### config.mk
export PLATFORM = sky130hd
export DESIGN_NAME = power_req_ctrl_flat
export DESIGN_NICKNAME = d
export VERILOG_FILES = /design/src/rtl/power_req_ctrl_pkg.sv /design/src/rtl/power_req_ctrl_if.sv /design/src/rtl/power_req_ctrl_idle_timer.sv /design/src/rtl/power_req_ctrl.sv /design/src/flat_wrapper.sv
export SDC_FILE = /design/constraint.sdc
export NUM_CORES = 1
export LEC_CHECK = 0
export CAP_MARGIN = 40
export CORE_MARGIN = 2
export CORE_UTILIZATION = 48
export DETAILED_ROUTE_END_ITERATION = 12
export PLACE_DENSITY_LB_ADDON = 0.08
export RECOVER_POWER = 25
export SETUP_SLACK_MARGIN = 0.2
export SKIP_CTS_REPAIR_TIMING = 1
export SLEW_MARGIN = 20
export SYNTH_ARGS = -nofsm -noshare
export SYNTH_HDL_FRONTEND = slang
export SYNTH_SLANG_ARGS = --single-unit
### constraint.sdc
create_clock -name pclk -period 2 [get_ports pclk]
set_input_delay 0.4 -clock pclk [delete_from_list [all_inputs] [get_ports pclk]]
set_output_delay 0.4 -clock pclk [all_outputs]
set_load 0.05 [all_outputs]
### src/rtl/power_req_ctrl_pkg.sv
// pwr_ctrl_pkg: encodings shared by the power request controller and the shut-off sequencer
package pwr_ctrl_pkg;
  localparam int DEF_IDLE_W = 16;
  typedef enum logic [1:0] {RUN = 2'd0, REQ = 2'd1, SLEEP = 2'd2, WAKE = 2'd3} pwr_state_e;
  typedef enum logic [1:0] {SEQ_ON = 2'd0, SEQ_ISOLATE = 2'd1, SEQ_OFF = 2'd2, SEQ_RESTORE = 2'd3} seq_state_e;
  function automatic logic holds_req(pwr_state_e s);
    return s == REQ || s == SLEEP;
  endfunction
endpackage

### src/rtl/power_req_ctrl_if.sv
// power_req_ctrl_if: request/status handshake between the controller and the shut-off sequencer
interface power_req_ctrl_if;
  logic L1_module_req;
  logic set_status_module;
  logic clr_status_module;
  modport master (output L1_module_req, input set_status_module, clr_status_module);
  modport slave (input L1_module_req, output set_status_module, clr_status_module);
endinterface

### src/rtl/power_req_ctrl_idle_timer.sv
// idle_timer: saturating idle counter with terminal-count compare against the threshold
module idle_timer #(
  parameter int IDLE_W = 16
) (
  input  logic              pclk,
  input  logic              nprst,
  input  logic              clr,
  input  logic              en,
  input  logic [IDLE_W-1:0] thresh,
  output logic              tc
);
  logic [IDLE_W-1:0] idle_cnt_q, idle_cnt_d;
  always_comb idle_cnt_d = clr ? '0 : (en && !(&idle_cnt_q)) ? idle_cnt_q + IDLE_W'(1) : idle_cnt_q;
  always_ff @(posedge pclk or negedge nprst)
    if (!nprst) idle_cnt_q <= '0;
    else idle_cnt_q <= idle_cnt_d;
  // fires on the cycle that completes thresh consecutive idle cycles
  assign tc = en && idle_cnt_q == thresh - IDLE_W'(1);
endmodule

### src/rtl/power_req_ctrl.sv
// power_req_ctrl: raises/drops the L1 shut-off request, tracks L1 status and
// produces entry/exit interrupt pulses for one power-gated module
module power_req_ctrl
  import pwr_ctrl_pkg::*;
#(
  parameter int IDLE_W = DEF_IDLE_W
) (
  input  logic              pclk,
  input  logic              nprst,
  input  logic              sw_enter,
  input  logic              sw_exit,
  input  logic              auto_en,
  input  logic [IDLE_W-1:0] idle_thresh,
  input  logic              module_idle,
  input  logic              wakeup_evt,
  power_req_ctrl_if.master  seq,
  output logic              L1_status,
  output logic              irq_entered,
  output logic              irq_exited,
  output logic              busy
);
  pwr_state_e state_q, state_d;
  logic wake_pend_q, wake_pend_d;
  logic req_q, req_d;
  logic status_q, status_d;
  logic entered_q, entered_d;
  logic exited_q, exited_d;
  logic busy_q, busy_d;
  logic in_run, cnt_en, cnt_clr, auto_hit;
  assign in_run  = state_q == RUN;
  assign cnt_en  = in_run && auto_en && module_idle && !wakeup_evt && idle_thresh != '0;
  assign cnt_clr = !in_run || !auto_en || !module_idle || wakeup_evt;
  idle_timer #(.IDLE_W(IDLE_W)) u_idle_timer (
    .pclk  (pclk),
    .nprst (nprst),
    .clr   (cnt_clr),
    .en    (cnt_en),
    .thresh(idle_thresh),
    .tc    (auto_hit)
  );
  always_ff @(posedge pclk or negedge nprst)
    if (!nprst) begin
      state_q     <= RUN;
      wake_pend_q <= 1'b0;
      req_q       <= 1'b0;
      status_q    <= 1'b0;
      entered_q   <= 1'b0;
      exited_q    <= 1'b0;
      busy_q      <= 1'b0;
    end else begin
      state_q     <= state_d;
      wake_pend_q <= wake_pend_d;
      req_q       <= req_d;
      status_q    <= status_d;
      entered_q   <= entered_d;
      exited_q    <= exited_d;
      busy_q      <= busy_d;
    end
  // a wake seen in REQ is parked so the sequencer always completes the entry it started
  always_comb begin
    state_d     = state_q;
    wake_pend_d = wake_pend_q;
    case (state_q)
      RUN:   state_d = (!sw_exit && (sw_enter || auto_hit)) ? REQ : RUN;
      REQ: begin
        wake_pend_d = wake_pend_q || sw_exit || wakeup_evt;
        state_d     = seq.set_status_module ? SLEEP : REQ;
      end
      SLEEP: begin
        state_d     = (wake_pend_q || wakeup_evt || sw_exit) ? WAKE : SLEEP;
        wake_pend_d = state_d == SLEEP && wake_pend_q;
      end
      WAKE:  state_d = seq.clr_status_module ? RUN : WAKE;
    endcase
  end
  always_comb begin
    req_d     = holds_req(state_d);
    busy_d    = state_d != RUN;
    entered_d = state_q == REQ && seq.set_status_module;
    exited_d  = state_q == WAKE && seq.clr_status_module;
    status_d  = entered_d ? 1'b1 : exited_d ? 1'b0 : status_q;
  end
  assign seq.L1_module_req = req_q;
  assign L1_status         = status_q;
  assign irq_entered       = entered_q;
  assign irq_exited        = exited_q;
  assign busy              = busy_q;
  a_irq_excl: assert property (@(posedge pclk) disable iff (!nprst) !(irq_entered && irq_exited));
  a_req_fall: assert property (@(posedge pclk) disable iff (!nprst) $fell(seq.L1_module_req) |-> state_q == WAKE);
  a_status_rise: assert property (@(posedge pclk) disable iff (!nprst) $rose(L1_status) |-> $past(seq.set_status_module));
  c_spurious_set: cover property (@(posedge pclk) disable iff (!nprst) seq.set_status_module && state_q != REQ);
  c_spurious_clr: cover property (@(posedge pclk) disable iff (!nprst) seq.clr_status_module && state_q != WAKE);
endmodule

### src/flat_wrapper.sv
// flat-port wrapper written by rule: the top's interface ports become plain ports
module power_req_ctrl_flat import pwr_ctrl_pkg::*;
#(
  parameter int IDLE_W = DEF_IDLE_W
)
  (pclk, nprst, sw_enter, sw_exit, auto_en, idle_thresh, module_idle, wakeup_evt, L1_status, irq_entered, irq_exited, busy, seq_L1_module_req, seq_set_status_module, seq_clr_status_module);
  power_req_ctrl_if seq_i ();
  input  logic pclk;
  input  logic nprst;
  input  logic sw_enter;
  input  logic sw_exit;
  input  logic auto_en;
  input  logic [IDLE_W-1:0] idle_thresh;
  input  logic module_idle;
  input  logic wakeup_evt;
  output logic L1_status;
  output logic irq_entered;
  output logic irq_exited;
  output logic busy;
  output wire logic [$bits(seq_i.L1_module_req)-1:0] seq_L1_module_req;
  input wire logic [$bits(seq_i.set_status_module)-1:0] seq_set_status_module;
  input wire logic [$bits(seq_i.clr_status_module)-1:0] seq_clr_status_module;
  assign seq_L1_module_req = seq_i.L1_module_req;
  assign seq_i.set_status_module = seq_set_status_module;
  assign seq_i.clr_status_module = seq_clr_status_module;
  power_req_ctrl #(.IDLE_W(IDLE_W)) u_core (.pclk(pclk), .nprst(nprst), .sw_enter(sw_enter), .sw_exit(sw_exit), .auto_en(auto_en), .idle_thresh(idle_thresh), .module_idle(module_idle), .wakeup_evt(wakeup_evt), .seq(seq_i), .L1_status(L1_status), .irq_entered(irq_entered), .irq_exited(irq_exited), .busy(busy));
endmodule
==> impl_metrics.py <==
metrics = {
    "run_status": {
        "outcome": "finished with violations",
        "violations": "negative setup slack",
    },
    "synth": {
        "netlist_instances": 203,
        "async_reset_ff_frac": 1.00,
        "synthFlopType": "dfrtp_1",
        "synthXorXnorAreaFrac": 0.161,
        "synth_top_family_by_area": "simple AND/OR/NAND/NOR gates",
        "ys_ff_latch": 24,
        "yosysSeqAreaShare": 0.325,
        "avgSynthCellArea_sq_um": 9.12,
        "synthAdderAreaFrac": 0.0541,
        "ys_warn_count": 0,
        "synthMuxAreaShare": 0.0230,
        "synth_cell_type_count": 49,
        "synth.cell_area_sq_um": 1850,
        "syn_nets": 236,
        "synth_compound_area_frac": 0.110,
        "synth-simple-area-share": 0.283,
        "synth_edf_count": 0,
    },
    "placement": {
        "dpl_cell_area_sq_um": 2630,
        "dpl.hpwl_um": 4310,
        "gp_congestion": 0.920,
        "io_buffers": 29,
        "place_ws_ps": -1000,
    },
    "power_and_ir_drop": {
        "power_frac_comb": 0.273,
        "p_int_uw": 946,
        "p_sw_frac": 0.273,
        "pwr-share-seq": 0.390,
        "power_density_nw_per_um2": 423,
        "p_leak_uw": 0.00137,
        "vdd_ir_drop_max_v": 0.000497,
        "p_clk_frac": 0.337,
        "p_sw_uw": 355,
    },
    "sta": {
        "report.final.slew_viol_count": 0,
        "skew_ps": 5.70,
        "hold_viol": 0,
        "max_slew_margin": 0.125,
        "setup_viol": 18,
        "tightest_slew_ps": 1310,
        "period_share": 1.20,
        "fin_crit_ps": 2400,
        "clock.fmax_mhz": 417,
        "rsz0062_at_grt": "true",
        "setup_ws_ps": -399,
    },
    "final_layout": {
        "drive_gt1_frac": 0.396,
        "final_common_cell": "buf_4",
        "final_util": 0.834,
        "fillers": 226,
        "area_growth_syn_to_layout_pct": 66.3,
        "design_area_sq_um": 3080,
        "final_cell_mix": "buf_4 (53), xnor2_1 (26), dfrtp_1 (23)",
        "multi_input_area_sq_um": 1460,
        "insertedDiodeCount": 0,
        "seqCellArea_sq_um": 602,
        "layout.nets": 327,
    },
    "clocking": {
        "clk_path_buf_depth": 2,
        "clk_latency_ps": 280,
        "tritoncts": "built",
        "htree_num_levels": 1,
        "numCtsBuffers": 3,
        "cts.clk_slew.worst_paths_ps": 90,
        "numClockSinks": 24,
        "cts_root_buffer": "clkbuf_8",
    },
    "worst_hold_path": {
        "hp-class": "flip-flop to flip-flop",
        "worstHoldPathCells": 1,
        "worstHoldStart": "u_core.L1_status",
    },
    "detailed_routing": {
        "vias_per_cell": 5.65,
        "drc_errors": 0,
        "final_antenna_net_count": 0,
        "via_count": 1927,
        "met3_length_um": 250,
        "wl_met2_um": 3190,
        "drt_iter0_markers": 120,
        "finalWirelength_um": 6160,
        "wl_per_cell_um": 18.1,
        "top_layer": "met4",
        "met1Wirelength_um": 2640,
        "drt-pass1-iter-count": 4,
    },
    "flow_run": {
        "drv_cap": 0,
    },
    "floorplan": {
        "core-area_sq_um": 3690,
        "floorplan.rows": 22,
        "ioPinCount": 30,
        "die_h_um": 66.1,
        "fp.dieW_um": 66.1,
        "dieArea_sq_um": 4370,
        "initial_core_util": 0.502,
    },
    "global_route": {
        "grt_pass1_vias": 1863,
        "grt.total_usage": 0.270,
        "grt_pass1_wl_um": 8940,
        "antenna_found_initial": 0,
        "grt_overflow_total": 0,
        "grt_max_degree": 25,
    },
    "critical_path": {
        "end_kind": "flip-flop",
        "r2r_start": "u_core.state_q[0]",
        "startpoint": "idle_thresh[5]",
        "startpoint_type": "input pin",
        "arrival_ps": 2580,
        "crit_path_max_fanout": 3,
        "r2r_cells": 9,
        "critPathKind": "input pin to flip-flop",
        "crit_required_ps": 2180,
    },
}
-- cells by family after synthesis --
| family | after synthesis |
|---|---|
| AOI/OAI and AO/OA | 29 |
| xor gates and xnor gates | 34 |
| and+or+nand+nor | 88 |
| DFF | 24 |
| buffers and inverters | 16 |
| adders and majority gates | 8 |
| muxes | 4 |
-- flip-flops by register name, summed over array words and instances, names as in the netlist --
name                            flops
u_core.L1_status                    1
u_core.seq.L1_module_req            1
u_core.irq_exited                   1
u_core.irq_entered                  1
u_core.u_idle_timer.idle_cnt_q     16
u_core.wake_pend_q                  1
u_core.state_q                      2
u_core.busy                         1
-- stage by stage --
stage / hold WS [ps] / setup TNS, ps / std cells / total power [uW]
2_1_floorplan: 104 / -1110 / 203 / 644
3_3_place_gp: 457 / -11500 / 327 / 817
3_5_place_dp: 469 / -12210 / 327 / 823
4_1_cts: 489 / -7120 / 331 / 1250
5_1_grt: 523 / -2790 / 341 / 1340
6_report: 494 / -1760 / 341 / 1300
-- area by class of cell --
cell class,instances,area share
multi-input combinational,163,0.474
timing repair buffer,92,0.275
sequential,24,0.196
tap,48,0.0195
clock buffer,3,0.0134
inverter,10,0.0130
clock inverter,1,0.00976
-- Yosys cell counts (3+ instances only) --
library cell	instances	area share
nand2_1	14	0.028
nor4_1	9	0.030
ha_1	8	0.054
o21ai_1	3	0.0081
dfrtp_1	24	0.32
o31ai_1	3	0.012
nor2_1	17	0.034
xor2_1	6	0.028
a31oi_1	5	0.017
xnor2_1	28	0.13
nor4b_1	3	0.014
and3_1	4	0.014
nand3_1	9	0.024
o2111ai_1	3	0.014
nor3_1	10	0.027
inv_1	10	0.020
a21oi_1	3	0.0081
-- worst paths after layout --
check / to / slack (ps)
setup / recovery: u_core.seq.L1_module_req / -400
hold / removal: u_core.L1_status / 490
setup reg to reg: u_core.seq.L1_module_req / -270
hold reg to reg: u_core.L1_status / 490
max in group asynchronous: u_core.u_idle_timer.idle_cnt_q[4] / 280
min in group asynchronous: u_core.busy / 850
-- worst max-delay path: stages --
cell and delay (ps):
dlymetal6s2s_1 170, or4_4 590, buf_6 160, nor4_4 270
xnor2_1 100, or3_1 370, o31a_1 280, ha_4 240
-- power groups by stage --
stage          clock (uW)  sequential [uW]  combinational, uW
2_1_floorplan           0              545               98.8
3_3_place_gp            0              516                301
3_5_place_dp            0              516                307
4_1_cts               435              507                309
5_1_grt               456              509                380
6_report              438              508                355
-- per-layer routing --
metal / track usage / up-vias
li1: - / 915
met1: 0.381 / 947
met2: 0.441 / 54
met3: 0.0324 / 11
met4: 0.0663 / 0
met5: 0 / -
Power figures use the tool's default switching activity.
==> variant (config.mk and constraints unchanged) <==
Set the package constant `DEF_IDLE_W` to 32 (it was 16).
--- a/src/rtl/power_req_ctrl_pkg.sv
+++ b/src/rtl/power_req_ctrl_pkg.sv
@@ -1,6 +1,6 @@
 // pwr_ctrl_pkg: encodings shared by the power request controller and the shut-off sequencer
 package pwr_ctrl_pkg;
-  localparam int DEF_IDLE_W = 16;
+  localparam int DEF_IDLE_W = 32;
   typedef enum logic [1:0] {RUN = 2'd0, REQ = 2'd1, SLEEP = 2'd2, WAKE = 2'd3} pwr_state_e;
   typedef enum logic [1:0] {SEQ_ON = 2'd0, SEQ_ISOLATE = 2'd1, SEQ_OFF = 2'd2, SEQ_RESTORE = 2'd3} seq_state_e;
   function automatic logic holds_req(pwr_state_e s);
Ports: changed (resized idle_thresh); port bits go from 30 to 46. No check against the original RTL was run, so the function may have changed too.
==> variant against the original RTL <==
The run still ends with setup timing left; final area up 74%; final cell count increased by 86%; area after synthesis grew 70%; sequential share of layout area down 0.90 points; clock power is 29% higher; core utilization grew 1.1 points; power is 49% higher; synthesized cell count is 83% higher; sequential cell count up 16; count of clock-buffer cells in the layout is 3 higher; largest power group unchanged; setup slack got worse by 0.95 ns; wire length grew 93%; clock skew grew 0.0031 ns.
==> variant: results (changes against the original RTL) <==
- Run status: complete, but fails checks
- Failing checks: setup timing
- Global router's overall resource usage: 0.2736 (+0.003351)
- CP max FO: 2 (-1)
- Worst skew pair latency: 0.30 ns (+0.02 ns)
- Distinct cells, synth: 56 (+14%)
- Leakage: 2.436 nW (+77%)
- Biggest registers after layout: u_core.u_idle_timer.idle_cnt_q (32), u_core.state_q (2)
- First-pass GRT wire length: 15930 um (+78%)
- Layout cell share with drive strength beyond 1: 0.3896 (-0.006317)
- Leading post-synthesis cells by instance count: dfrtp_1, xnor2_1, nor2_1, xor2_1, nand3_1
- H-Tree Depth: 2 (+1)
- Worst-margin pin slew: 1.089 ns (-0.2233 ns)
- Avg Vias per Cell: 6.107 (+8.1%)
- Synth Net Count: 421 (+78%)
- CTS Buf Count: 5 (+2)
- Vias in the first global route: 3443 (+85%)
- Min-delay worst type: in -> async
- Top cells by area, synth: dfrtp_1, xnor2_1, xor2_1
- HPWL reported at the end of detailed placement: 7744 um (+80%)
- # setup viols final: 35 (+17)
- Post-synth ARST share: 1.000 (unchanged)
- Peak supply drop: 0.3284 mV (-34%)
- Fin Setup TNS: -9.965 ns (-8.206 ns)
- Initial DRC count: 379 (+220%)
- Drt first pass iters: 6 (+2)
- Port Buffers: 45 (+55%)
- Setup slack after layout: -1.350 ns (-0.9508 ns)
- Clock skew: 0.008834 ns (+0.003137 ns)
- R2r setup slk: -0.90 ns (-0.63 ns)
- Fin nets: 605 (+85%)
- Critical path arrival: 3.55 ns (+0.97 ns)
- Seq/Total Area, Yosys: 0.3187 (-0.005819)
- Routed WL: 11910 um (+93%)
- Final GP Congestion: 0.9635 (+4.8%)
-- variant: worst paths after layout --
path / cells after the start / endpoint / startpoint
setup / recovery: 11 / u_core.seq.L1_module_req / idle_thresh[1]
hold / removal: 1 / u_core.wake_pend_q / nprst
setup reg to reg: 11 / u_core.seq.L1_module_req / u_core.state_q[0]
hold reg to reg: 1 / u_core.L1_status / u_core.L1_status
max in group asynchronous: 2 / u_core.u_idle_timer.idle_cnt_q[14] / nprst
min in group pclk: 1 / u_core.L1_status / u_core.L1_status
-- variant: through the flow --
stage               setup WS (ns)  cells  instance area, um2
global placement           -1.928    604                4710
finish                     -1.350    634                5365
floorplan                  -1.437    372                3306
detailed placement         -2.025    604                4710
CTS                        -1.719    612                4798
global route               -1.400    634                5365
-- variant: layout make-up --
class	instances	area (um2)
fill	375	984.7
timing repair buffer	191	1699
sequential	40	1001
multi-input combinational	305	2414
inverter	13	66.31
clock inverter	2	16.27
tap	77	96.34
clock buffer	6	72.57
-- variant: layer usage --
metal | part of all wire | vias to the layer above | GRT usage
met5 | 0 | - | 0
met2 | 0.49 | 242 | 0.4896
met3 | 0.085 | 72 | 0.03988
li1 | - | 1738 | -
met4 | 0.054 | 0 | 0.06349
met1 | 0.37 | 1820 | 0.3498
-- variant: kinds of logic after synthesis --
| kind of cell | count (synthesis) | synth area share |
|---|---|---|
| flops | 40 | 0.3187 |
| simple gates | 178 | 0.3112 |
| compound gates | 54 | 0.1211 |
| mux | 1 | 0.003585 |
| xor+xnor | 64 | 0.1785 |
| fa+ha+maj | 8 | 0.03187 |
| buf+inv | 27 | 0.03506 |
-- variant: worst max-delay path, cell delays in order --
cell and delay (ns):
buf_12 0.11, inv_12 0.04, ha_4 0.11, or3b_4 0.37, or4_4 0.53, or4_4 0.57, or3_4 0.39, a2111oi_4 0.35
nand4_1 0.19, o21a_1 0.24, ha_4 0.24
-- variant: where the power goes --
group | total [mW] | switching [mW] | internal, mW | leakage, nW
logic | 0.546 | 0.262 | 0.284 | 1.85
clock network | 0.567 | 0.318 | 0.249 | 0.0414
registers | 0.830 | 0.00842 | 0.822 | 0.545
